$ cat config.mk
export PLATFORM = sky130hd
export DESIGN_NAME = ap_ctrl_driver
export DESIGN_NICKNAME = d
export VERILOG_FILES = /design/src/rtl/ap_ctrl_driver_pkg.sv /design/src/rtl/ap_ctrl_ts_fifo.sv /design/src/rtl/ap_ctrl_driver.sv
export SDC_FILE = /design/constraint.sdc
export NUM_CORES = 1
export LEC_CHECK = 0
export CORE_ASPECT_RATIO = 0.75
export CORE_MARGIN = 4
export CORE_UTILIZATION = 35
export CTS_CLUSTER_DIAMETER = 30
export DETAILED_ROUTE_END_ITERATION = 12
export PLACE_DENSITY = 0.62
export SLEW_MARGIN = 25
export SYNTH_ARGS = -nofsm -noshare
export SYNTH_HDL_FRONTEND = slang
export SYNTH_SLANG_ARGS = --single-unit
$ cat constraint.sdc
create_clock -name ap_clk -period 5.8 [get_ports ap_clk]
set_input_delay 0.87 -clock ap_clk [delete_from_list [all_inputs] [get_ports ap_clk]]
set_output_delay 0.87 -clock ap_clk [all_outputs]
set_load 0.02 [all_outputs]
$ cat src/rtl/ap_ctrl_driver_pkg.sv
// Shared types for the ap_ctrl_chain initiator: controller states, counter
// typedefs and FIFO sizing helper.
package ap_ctrl_driver_pkg;

  localparam int CNT_W_DEF = 32;

  typedef enum logic [1:0] {
    IDLE  = 2'd0,
    ISSUE = 2'd1,
    DRAIN = 2'd2,
    FIN   = 2'd3
  } state_t;

  typedef logic [CNT_W_DEF-1:0] cnt_t;
  typedef logic [CNT_W_DEF-1:0] lat_t;

  // Pointer width for a FIFO of the given depth; a depth-1 FIFO still gets one bit.
  function automatic int ptr_w(input int depth);
    return (depth > 1) ? $clog2(depth) : 1;
  endfunction

endpackage

$ cat src/rtl/ap_ctrl_ts_fifo.sv
// Show-ahead timestamp FIFO holding the start-accept time of each outstanding
// kernel transaction; push and pop may coincide, flush empties it in one cycle.
module ap_ctrl_ts_fifo
  import ap_ctrl_driver_pkg::*;
#(
  parameter int W     = 32,
  parameter int DEPTH = 4
) (
  input  logic         clk,
  input  logic         rst_n,
  input  logic         push,
  input  logic         pop,
  input  logic         flush,
  input  logic [W-1:0] din,
  output logic [W-1:0] dout,
  output logic         full,
  output logic         empty
);

  localparam int AW = ptr_w(DEPTH);
  localparam int CW = AW + 1;
  localparam logic [AW-1:0] LAST  = AW'(DEPTH - 1);
  localparam logic [CW-1:0] DEPTH_C = CW'(DEPTH);

  logic [W-1:0]  mem [DEPTH];
  logic [AW-1:0] wptr;
  logic [AW-1:0] rptr;
  logic [CW-1:0] count;
  logic          do_push;
  logic          do_pop;

  assign empty   = (count == '0);
  assign full    = (count == DEPTH_C);
  assign do_pop  = pop && !empty;
  assign do_push = push && (!full || do_pop);
  assign dout    = mem[rptr];

  always_ff @(posedge clk or negedge rst_n) begin
    if (!rst_n) begin
      wptr  <= '0;
      rptr  <= '0;
      count <= '0;
    end else if (flush) begin
      wptr  <= '0;
      rptr  <= '0;
      count <= '0;
    end else begin
      if (do_push) wptr <= (wptr == LAST) ? '0 : wptr + AW'(1);
      if (do_pop)  rptr <= (rptr == LAST) ? '0 : rptr + AW'(1);
      count <= count + CW'(do_push) - CW'(do_pop);
    end
  end

  // Storage carries no reset; only occupancy tracking does.
  always_ff @(posedge clk) begin
    if (do_push && !flush) mem[wptr] <= din;
  end

endmodule

$ cat src/rtl/ap_ctrl_driver.sv
// Initiator for the ap_ctrl_chain handshake: issues a programmed number of
// kernel starts with bounded overlap, throttles ap_continue and times each run.
module ap_ctrl_driver
  import ap_ctrl_driver_pkg::*;
#(
  parameter int CNT_W   = 32,
  parameter int MAX_OUT = 4,
  parameter int DLY_W   = 8
) (
  input  logic             ap_clk,
  input  logic             ap_rst_n,
  input  logic             cmd_start,
  input  logic [CNT_W-1:0] cmd_num_txn,
  input  logic             cmd_abort,
  input  logic [DLY_W-1:0] cfg_cont_delay,
  output logic             ap_start,
  input  logic             ap_ready,
  input  logic             ap_done,
  output logic             ap_continue,
  output logic             busy,
  output logic             finish,
  output logic [CNT_W-1:0] txn_issued,
  output logic [CNT_W-1:0] txn_done,
  output logic             lat_valid,
  output logic [CNT_W-1:0] last_latency,
  output logic [CNT_W-1:0] max_latency,
  output logic             proto_err
);

  localparam logic [CNT_W-1:0] MAX_OUT_C = CNT_W'(MAX_OUT);

  state_t           state;
  state_t           state_nxt;
  logic             start_nxt;
  logic [CNT_W-1:0] ts;
  logic [CNT_W-1:0] num;
  logic [DLY_W-1:0] dly;
  logic [DLY_W-1:0] hc;
  logic [CNT_W-1:0] issued_nxt;
  logic [CNT_W-1:0] done_nxt;
  logic [CNT_W-1:0] out_nxt;
  logic [CNT_W-1:0] head;
  logic [CNT_W-1:0] lat_now;
  logic             start_acc;
  logic             done_hs;
  logic             done_acc;
  logic             spurious;
  logic             launch;
  logic             fifo_full;
  logic             fifo_empty;

  assign start_acc  = ap_start && ap_ready;
  assign done_hs    = ap_done && ap_continue;
  // A completion only counts when a started transaction is waiting for it.
  assign done_acc   = done_hs && (state != IDLE) && !fifo_empty;
  assign spurious   = done_hs && !done_acc;
  assign launch     = (state == IDLE) && cmd_start && !cmd_abort;
  assign issued_nxt = txn_issued + CNT_W'(start_acc);
  assign done_nxt   = txn_done + CNT_W'(done_acc);
  assign out_nxt    = issued_nxt - done_nxt;
  assign lat_now    = ts - head;

  ap_ctrl_ts_fifo #(
    .W     (CNT_W),
    .DEPTH (MAX_OUT)
  ) u_ts_fifo (
    .clk   (ap_clk),
    .rst_n (ap_rst_n),
    .push  (start_acc && (!fifo_full || done_acc)),
    .pop   (done_acc),
    .flush (cmd_abort || launch),
    .din   (ts),
    .dout  (head),
    .full  (fifo_full),
    .empty (fifo_empty)
  );

  always_ff @(posedge ap_clk or negedge ap_rst_n) begin
    if (!ap_rst_n) begin
      state    <= IDLE;
      ap_start <= 1'b0;
    end else begin
      state    <= state_nxt;
      ap_start <= start_nxt;
    end
  end

  // ap_start is computed from post-handshake counts so it drops the cycle
  // after the window fills and never falls while a start is still pending.
  always_comb begin
    state_nxt = state;
    start_nxt = 1'b0;
    if (cmd_abort) begin
      state_nxt = IDLE;
    end else begin
      case (state)
        IDLE: begin
          if (cmd_start) begin
            state_nxt = (cmd_num_txn != '0) ? ISSUE : FIN;
            start_nxt = (cmd_num_txn != '0);
          end
        end
        ISSUE: begin
          if (issued_nxt == num) state_nxt = DRAIN;
          else                   start_nxt = (out_nxt < MAX_OUT_C);
        end
        DRAIN: begin
          if (txn_done == num) state_nxt = FIN;
        end
        FIN:     state_nxt = IDLE;
        default: state_nxt = IDLE;
      endcase
    end
  end

  always_comb begin
    busy        = (state != IDLE);
    finish      = (state == FIN);
    ap_continue = (hc == '0);
  end

  always_ff @(posedge ap_clk or negedge ap_rst_n) begin
    if (!ap_rst_n) begin
      ts           <= '0;
      num          <= '0;
      dly          <= '0;
      txn_issued   <= '0;
      txn_done     <= '0;
      hc           <= '0;
      proto_err    <= 1'b0;
      lat_valid    <= 1'b0;
      last_latency <= '0;
      max_latency  <= '0;
    end else begin
      ts        <= ts + CNT_W'(1);
      lat_valid <= done_acc;
      if (launch) begin
        num         <= cmd_num_txn;
        dly         <= cfg_cont_delay;
        txn_issued  <= '0;
        txn_done    <= '0;
        max_latency <= '0;
        proto_err   <= 1'b0;
      end else begin
        txn_issued <= issued_nxt;
        txn_done   <= done_nxt;
        if (spurious) proto_err <= 1'b1;
        if (done_acc) begin
          last_latency <= lat_now;
          if (lat_now > max_latency) max_latency <= lat_now;
        end
      end
      if (cmd_abort)      hc <= '0;
      else if (done_acc)  hc <= dly;
      else if (hc != '0)  hc <= hc - DLY_W'(1);
    end
  end

endmodule

==> results of run 1 <==
==> cell families after synthesis <==
logic type | share of synthesized area
AOI/OAI and AO/OA | 0.09453
xor gates and xnor gates | 0.09091
buffers and inverters | 0.04436
adders and majority gates | 0.07073
DFF | 0.4669
and+or+nand+nor | 0.1754
muxes | 0.05723
==> power by group <==
| part | internal, mW | leakage (nW) | switching [mW] |
|---|---|---|---|
| Combinational | 0.878 | 6.35 | 1.15 |
| Sequential | 2.81 | 4.14 | 0.301 |
| Clock | 3.08 | 1.35 | 1.46 |
==> flip-flops by register name, indices dropped and copies added (netlist names), 2 cells and up <==
signal           cells
u_ts_fifo.wptr       2
u_ts_fifo.rptr       2
u_ts_fifo.count      3
txn_done            32
last_latency        32
txn_issued          32
u_ts_fifo.mem      128
state                2
dly                  8
ts                  32
max_latency         32
hc                   8
num                 32
==> layout by cell type (no fill, tap or decap), types with 40 or more instances in the layout <==
master / netlist / final
buf_4: 2 / 130
dfrtp_1: 220 / 218
a21oi_1: 57 / 54
xor2_1: 101 / 100
xnor2_1: 99 / 97
o21ai_0: 76 / 73
nor2_1: 122 / 121
clkbuf_16: 0 / 83
nand2_1: 267 / 267
inv_1: 139 / 138
ha_1: 110 / 110
nand4_1: 40 / 40
edfxtp_1: 128 / 128
nand3_1: 55 / 54
clkdlybuf4s50_1: 0 / 178
==> layout make-up <==
| type | instances | area, um^2 |
|---|---|---|
| Clock buffer | 105 | 2270 |
| Antenna cell | 1 | 2.502 |
| Sequential cell | 348 | 9351 |
| Inverter | 139 | 521.8 |
| Fill cell | 5176 | 29910 |
| Multi-Input combinational cell | 1378 | 9948 |
| Tap cell | 731 | 914.6 |
| Clock inverter | 40 | 475.5 |
| Timing Repair Buffer | 317 | 2910 |
==> stage by stage <==
stage / instances / TNS, ns / util
finish: 3059 / 0 / 0.4688
global placement: 2909 / -0.2014 / 0.4164
detailed placement: 2909 / -0.8768 / 0.4164
global route: 3058 / -0.9294 / 0.4687
floorplan: 1936 / 0 / -
CTS: 3055 / 0 / 0.4655
==> final timing paths <==
path / start / to / slack (ns)
max: state[0] / ap_start / 0.26
min: ap_rst_n / last_latency[2] / 0.28
max reg2reg: state[0] / ap_start / 0.26
min reg2reg: last_latency[0] / last_latency[0] / 0.48
max in group asynchronous: ap_rst_n / txn_issued[22] / 4.32
min in group ap_clk: last_latency[0] / last_latency[0] / 0.48
==> layer usage <==
layer | global-route usage | wire [um] | share of wire | vias to the layer above
li1 | - | - | - | 7503
met1 | 0.2851 | 29320 | 0.48 | 7946
met2 | 0.2954 | 26770 | 0.44 | 464
met3 | 0.05032 | 4105 | 0.067 | 86
met4 | 0.04896 | 1192 | 0.019 | 2
met5 | 0 | 12 | 0.00020 | -
==> timing repair <==
action,4_1_cts,5_1_grt
pin swaps,0,8
setup endpoints to repair,25,33
hold buffers,0,0
buffers inserted,1,3
gates resized for setup,2,35
==> results_dict.tcl, run 1 <==
set metrics [dict create \
    path_delay_family "compound AO/OA/AOI/OAI gates" \
    core_mm2 0.05630 \
    die_h_um 215.2 \
    clk_latency_ns 0.59 \
    yosysTopAreaCellShare 0.2749 \
    cts_tree "built" \
    vias_per_cell 5.231 \
    num_rows 75 \
    path_max_fanout 5 \
    clk_pin_slew_ns 0.04 \
    clkSinkCount 348 \
    status "finished clean" \
    synthTopCellsByCount "nand2_1, dfrtp_1, inv_1" \
    cts_root_buffer "clkbuf_16" \
    maxCapViolCount 0 \
    cp-start-kind "register" \
    drcViolationCount 0 \
    ys.flop_type "dfrtp_1" \
    drv_slew 0 \
    grt_use_total 0.1969 \
    ios 180 \
    slew_headroom 0.3714 \
    synth.area.top_cells "dfrtp_1, edfxtp_1, ha_1" \
    ys_ff_latch 348 \
    fin_crit_ns 5.535 \
    seq_area_frac_synth 0.4669 \
    worst_path_most_repeated_cell "ha_1" \
    powerDensity_mw_per_mm2 366.1 \
    fmax_ghz 0.1807 \
    dieArea_mm2 0.06115 \
    ys_async_sr_fraction 0.6322 \
    setup_viol 0 \
    worst_pin_slew_ns 0.9343 \
    drtAntennaViolNets 0 \
    critPathCaptureType "register" \
    path_cells "inv_1, ha_1, inv_2, nand3_1, or2_2, inv_1, ha_1, nand4_1, or2_1, buf_4, nor2_1, xnor2_1, ha_1, a21oi_1, o21bai_1, a21o_2, a41oi_1, nor4_4, nand2b_1, a311o_1, a2111oi_0, buf_4, nand4_1, nand2_1" \
    overflow 0 \
    vias 16000 \
    final_nets 2420 \
    wl_per_cell_um 20.07 \
    synthCells 1936 \
    synth_cell_types 95 \
    syn_nets 2094 \
    whs_ns 0.2831 \
    first_pass_iters 5 \
    ys_warn_count 0 \
    rr_worst_depth 24 \
    total_power_mw 9.663 \
    h-tree-depth 3 \
    irDropWorstVdd_mv 0.1984 \
    p_leak_nw 11.83 \
    required_ns 6.32 \
    slowest_stage "a2111oi_0" \
    final.setup_skew_ns 0.02902 \
    grt_max_degree 122 \
    arrival_ns 6.05 \
    netlist_area_mm2 0.02003 \
    synth_edf_count 128 \
    start_util 0.3557 \
    post-route-period-util 0.9544 \
    place.gp.congestion 0.9329 \
    grt_pass1_wl_um 95020 \
    cts_buffers 78 \
    antenna_found_initial 1 \
    critPathBufInv 5 \
    die_w_um 284.2 \
    preCtsSetupSlack_ns -0.1407 \
    detail_route.iter0.violations 1215 \
    hold_viol_final 0 \
    syn2layout_area_growth_pct 31.80 \
    holdCritPathClass "in2async" \
    wirelength_um 61400 \
    place_hpwl_um 45390 \
    clk_path_buf_depth 3 \
    fin_ws_ns 0.2647 \
    synth_most_common_cell "nand2_1" \
    stdcell_area_mm2 0.02639 \
    numPortBuffers 179 \
    synth_top_area_cell "dfrtp_1" \
    drive_above_1_share 0.1667 \
    grt_pass1_vias 16020 \
    syn_area_per_cell_um2 10.34 \
    placed_cell_area_mm2 0.02345 \
    slowest_delay_ns 0.58 \
    path_depth 24 \
    path_class "reg2reg" \
]
No activity file was read; power rests on OpenSTA's default activity.
==> run 2: changes to the inputs <==
Settings changed: RECOVER_POWER set to 100, SETUP_SLACK_MARGIN set to 0.2.
==> run 2 against run 1 <==
The run now ends with max-capacitance violations, max-slew violations left; design area up 2.2%; critical path depth rose by 2; critical endpoint is now max_latency[22]; power is 1.1% higher; core utilization increased by 1.0 points.
==> results_dict.tcl, run 2 (synthesized netlist as in run 1, its figures left out) <==
set metrics [dict create \
    largest_reg_flops 128 \
    slowest_delay_ns 0.47 \
    total_power_mw 9.772 \
    antenna_found_initial 3 \
    status "finished, violations left" \
    switching_share 0.3092 \
    start_util 0.3557 \
    r2r-end "max_latency[22]" \
    fmax_ghz 0.1810 \
    pwr-share-comb 0.208 \
    die_w_um 284.2 \
    path_delay_family "compound AO/OA/AOI/OAI gates" \
    path_max_fanout 6 \
    clk_path_buf_depth 3 \
    rr_worst_depth 26 \
    drcViolationCount 0 \
    dieArea_mm2 0.06115 \
    hold_viol_final 0 \
    final_util 0.4792 \
    p_leak_nw 12.48 \
    wirelength_um 62590 \
    required_ns 6.29 \
    h-tree-depth 3 \
    first_pass_iters 5 \
    drv_slew 573 \
    place_hpwl_um 45180 \
    cts_root_buffer "clkbuf_16" \
    holdPathEnd "last_latency[10]" \
    vias 16250 \
    final.setup_skew_ns 0.04380 \
    reg2reg_setup_slack_ns 0.28 \
    seq_power_share 0.318 \
    cts_tree "built" \
    worst_pin_slew_ns 3.042 \
    place.gp.congestion 0.9506 \
    syn2layout_area_growth_pct 34.73 \
    core_mm2 0.05630 \
    maxCapViolCount 11 \
    grt_pass1_wl_um 94920 \
    min_from "last_latency[10]" \
    num_rows 75 \
    clk_latency_ns 0.61 \
    regMostFlops "u_ts_fifo.mem" \
    grt_max_degree 120 \
    cp-start-kind "register" \
    fillCellCount 5141 \
    final_cells 3081 \
    rsz0062_at_grt "false" \
    drtAntennaViolNets 0 \
    overflow 0 \
    grt_pass1_vias 16050 \
    slew_headroom -1.028 \
    cts_buffers 82 \
    fin_crit_ns 5.524 \
    power_switching_mw 3.021 \
    final_nets 2442 \
    post-route-period-util 0.9524 \
    arrival_ns 6.01 \
    die_h_um 215.2 \
    holdCritPathClass "reg2reg" \
    final_common_cell "nand2_1" \
    irDropWorstVdd_mv 0.2271 \
    r2r-start "u_ts_fifo.rptr[0]" \
    grt_use_total 0.1963 \
    clkSinkCount 348 \
    slowest_stage "dfrtp_2" \
    critPathBufInv 7 \
    failed_checks "max-capacitance violations, max-slew violations" \
    diodes 0 \
    p_int_mw 6.750 \
    wl_per_cell_um 20.31 \
    ios 180 \
    p_clk_frac 0.474 \
    holdPathStages 2 \
    drive_above_1_share 0.1906 \
    detail_route.iter0.violations 1158 \
    path_class "reg2reg" \
    powerDensity_mw_per_mm2 362.2 \
    dp_cells 2906 \
    numPortBuffers 179 \
    vias_per_cell 5.274 \
    mostFrequentLayoutCells "nand2_1, dfrtp_1, dlygate4sd3_1" \
    critPathCaptureType "register" \
    setup_viol 0 \
    clk_pin_slew_ns 0.05 \
]
-- run 2: changes by cell type in the layout (fill, tap and decap cells not counted), moves of 9 or more --
cell / delta
a21oi_2: +10
ha_1: -10
and2_0: +11
a21oi_1: -11
clkdlybuf4s50_1: -134
ha_4: +9
dlygate4sd3_1: +134
and2_1: -11
-- run 2: power by group through the flow --
stage	clock (mW)	sequential [mW]	combinational (mW)
floorplan	0	3.13	1.13
global placement	0	3.13	1.95
detailed placement	0	3.13	1.97
CTS	4.70	3.10	1.98
global route	4.85	3.14	2.22
finish	4.63	3.11	2.03
-- run 2: worst max-delay path by stage --
stage | start | end | slack [ns] | depth (start not counted)
4_1_cts | u_ts_fifo.rptr[0] | max_latency[8] | 0.23 | 24
2_1_floorplan | u_ts_fifo.rptr[0] | max_latency[23] | 0.22 | 26
6_report | u_ts_fifo.rptr[0] | max_latency[22] | 0.28 | 26
5_1_grt | u_ts_fifo.rptr[0] | max_latency[3] | 0.01 | 27
3_5_place_dp | ap_done | ap_start | -0.04 | 22
3_3_place_gp | ap_done | ap_start | -0.02 | 22
-- run 2: layout make-up --
cell class                      instances  area [um^2]  area share
Inverter                              139        521.8     0.01934
Multi-Input combinational cell       1378        10300      0.3818
Sequential cell                       348         9351      0.3466
Tap cell                              731        914.6     0.03390
Clock inverter                         55        635.6     0.02356
Timing Repair Buffer                  335         3072      0.1139
Clock buffer                           95         2183     0.08093
-- run 2: per-layer routing --
| layer | vias to the layer above | wire length, um | part of all wire | global-route usage |
|---|---|---|---|---|
| met5 | - | 47 | 0.00075 | 0 |
| met4 | 6 | 1163 | 0.019 | 0.04629 |
| met3 | 89 | 4119 | 0.066 | 0.04121 |
| met2 | 554 | 27810 | 0.44 | 0.2951 |
| met1 | 8046 | 29450 | 0.47 | 0.2902 |
| li1 | 7553 | - | - | - |
-- run 2: worst register-to-register path, cell delays in order (launching register included) --
cell	delay (ns)
dfrtp_2	0.47
buf_4	0.16
clkbuf_16	0.14
buf_4	0.10
mux4_2	0.47
inv_1	0.09
ha_1	0.24
a21o_1	0.20
a21o_1	0.20
a21oi_2	0.16
nand2b_4	0.16
a31oi_4	0.09
o41ai_2	0.45
o211ai_1	0.15
a21oi_1	0.17
xor2_1	0.24
inv_1	0.12
ha_4	0.28
nand4_1	0.10
or2_4	0.29
nor3_4	0.13
nand2_1	0.09
o21ai_1	0.21
a31o_4	0.14
buf_12	0.11
buf_12	0.13
mux2_2	0.33
-- run 2: per-stage QoR --
step	TNS (ns)	setup slack, ns	area (um^2)	hold WS [ns]
floorplan	0	0.2163	20060	0.4455
global placement	-0.02273	-0.02273	23450	0.4613
detailed placement	-0.04103	-0.04103	23450	0.4666
CTS	0	0.2292	26300	0.3479
global route	0	0.01171	26980	0.5035
finish	0	0.2759	26980	0.4743
-- run 2: timing repair --
item | 4_1_cts | 5_1_grt
pin swaps | 2 | 58
cloned | 0 | 2
hold endpoints to repair | 0 | 0
buffers inserted | 0 | 23
endpoints found under the setup margin | 31 | 33
hold buffers | 0 | 0
resized for setup | 5 | 109
==> run 3: changes to the inputs <==
Settings changed: CELL_PAD_IN_SITES_DETAIL_PLACEMENT set to 1, CELL_PAD_IN_SITES_GLOBAL_PLACEMENT set to 2, CTS_CLUSTER_SIZE set to 12, PLACE_DENSITY 0.62 to 0.85.
==> run 3 against run 2 <==
The run still ends with max-capacitance violations, max-slew violations left; fmax down 4.2%; first-iteration DRC count unchanged; clock skew down 0.017 ns; via count up 2.6%; hold slack worse by 0.0078 ns; power up 0.62%; routed wire length up 13%; critical path type unchanged; critical endpoint is now max_latency[30]; largest cell class unchanged.
==> results_dict.tcl, run 3 (synthesized netlist as in run 1, its figures left out) <==
set metrics [dict create \
    status "finished, violations left" \
    failed_checks "max-capacitance violations, max-slew violations" \
    drtAntennaViolNets 0 \
    wirelength_um 70800 \
    fmax_ghz 0.1735 \
    critPathCaptureType "register" \
    first_pass_iters 5 \
    start_util 0.3557 \
    irDropWorstVdd_mv 0.1791 \
    p_leak_nw 12.62 \
    met2_usage 0.3553 \
    rsz0062_at_grt "true" \
    required_ns 6.30 \
    mostFrequentLayoutCells "nand2_1, dfrtp_1, buf_4" \
    reg2reg_setup_slack_ns 0.04 \
    grt-busiest-layer "met2" \
    slowest_delay_ns 0.52 \
    syn2layout_area_growth_pct 35.58 \
    cts_root_buffer "clkbuf_16" \
    cts_buffers 80 \
    final.setup_skew_ns 0.02694 \
    grt_pass1_vias 17750 \
    drive_above_1_share 0.2019 \
    use_met3 0.05551 \
    hold_viol_final 0 \
    fillCellCount 6073 \
    clkSinkCount 348 \
    final_nets 2464 \
    vias_per_cell 5.370 \
    regMostFlops "u_ts_fifo.mem" \
    worst_path_most_repeated_cell "buf_12" \
    slowest_stage "mux4_2" \
    grt_pass1_wl_um 108400 \
    cts_tree "built" \
    drv_slew 479 \
    place_hpwl_um 50510 \
    dieArea_mm2 0.06115 \
    h-tree-depth 3 \
    numPortBuffers 179 \
    path_max_fanout 6 \
    core_mm2 0.05630 \
    num_rows 75 \
    arrival_ns 6.27 \
    slew_headroom -1.058 \
    cp-start-kind "register" \
    holdCritPathClass "reg2reg" \
    ios 180 \
    path_class "reg2reg" \
    maxCapViolCount 12 \
    grt_use_total 0.2271 \
    placed_cell_area_mm2 0.02348 \
    antenna_found_initial 4 \
    detail_route.iter0.violations 1158 \
    final_common_cell "nand2_1" \
    place.gp.congestion 0.9406 \
    clk_pin_slew_ns 0.05 \
    setup_viol 0 \
    stdcell_area_mm2 0.02715 \
    drcViolationCount 0 \
    path_delay_family "compound AO/OA/AOI/OAI gates" \
    overflow 0 \
    powerDensity_mw_per_mm2 362.1 \
    die_h_um 215.2 \
    post-route-period-util 0.9938 \
    final_util 0.4822 \
    largest_reg_flops 128 \
    clk_latency_ns 0.61 \
    worst_pin_slew_ns 3.087 \
    grt_max_degree 106 \
    fin_crit_ns 5.764 \
    die_w_um 284.2 \
    whs_ns 0.4665 \
    clk_path_buf_depth 3 \
    wl_per_cell_um 22.80 \
    grt_util_met1 0.3190 \
    vias 16670 \
    critPathBufInv 7 \
]
-- run 3: final cells by class --
| class | count | area, um^2 | area share |
|---|---|---|---|
| antenna | 1 | 2.502 | 0.00009217 |
| clock buffer | 102 | 2185 | 0.08046 |
| clock inverter | 47 | 583.1 | 0.02147 |
| inverter | 139 | 523.0 | 0.01926 |
| multi-input combinational | 1378 | 10330 | 0.3804 |
| sequential | 348 | 9354 | 0.3445 |
| tap | 731 | 914.6 | 0.03369 |
| timing repair buffer | 359 | 3262 | 0.1201 |
-- run 3: layer usage --
layer,part of all wire,up-vias,wire [um]
met5,0.00066,-,47
met4,0.020,6,1447
met3,0.060,117,4242
met2,0.46,421,32330
met1,0.46,8539,32730
li1,-,7591,-
-- run 3: timing repair --
item | 4_1_cts | 5_1_grt
endpoints found under the hold margin | 0 | 0
hold buffers | 0 | 0
gates resized for setup | 41 | 98
buffers inserted | 12 | 27
pin swaps | 17 | 56
endpoints found under the setup margin | 33 | 33
gates cloned | 1 | 0
-- run 3: stage by stage --
step	setup slack (ns)	cells	power, mW	setup TNS (ns)
final	0.03589	3105	9.833	0
after global routing	-0.1724	3104	10.27	-3.606
after CTS	0.2086	3076	9.834	0
after detailed placement	-0.1844	2914	5.175	-1.105
after global placement	-0.1322	2914	5.122	-0.1322
after floorplan	0.2163	1936	4.261	0
-- run 3: path summary, 6_finish.rpt --
kind                                   start          endpoint  cells past startpoint
setup / recovery           u_ts_fifo.rptr[0]   max_latency[30]                     27
hold / removal              last_latency[23]  last_latency[23]                      2
setup reg to reg           u_ts_fifo.rptr[0]   max_latency[30]                     27
hold reg to reg             last_latency[23]  last_latency[23]                      2
max in group asynchronous           ap_rst_n  last_latency[26]                      3
min in group asynchronous           ap_rst_n   last_latency[4]                      1
-- run 3: where the power goes --
group / internal (mW) / total, mW / switching (mW)
Clock: 3.07 / 4.57 / 1.50
Sequential: 2.81 / 3.13 / 0.316
Combinational: 0.905 / 2.14 / 1.23
-- run 3: tightest hold or removal path, stage by stage, from the launching register on --
cell and delay [ns]:
dfrtp_1 0.33, nand2_1 0.05, nand2_1 0.05
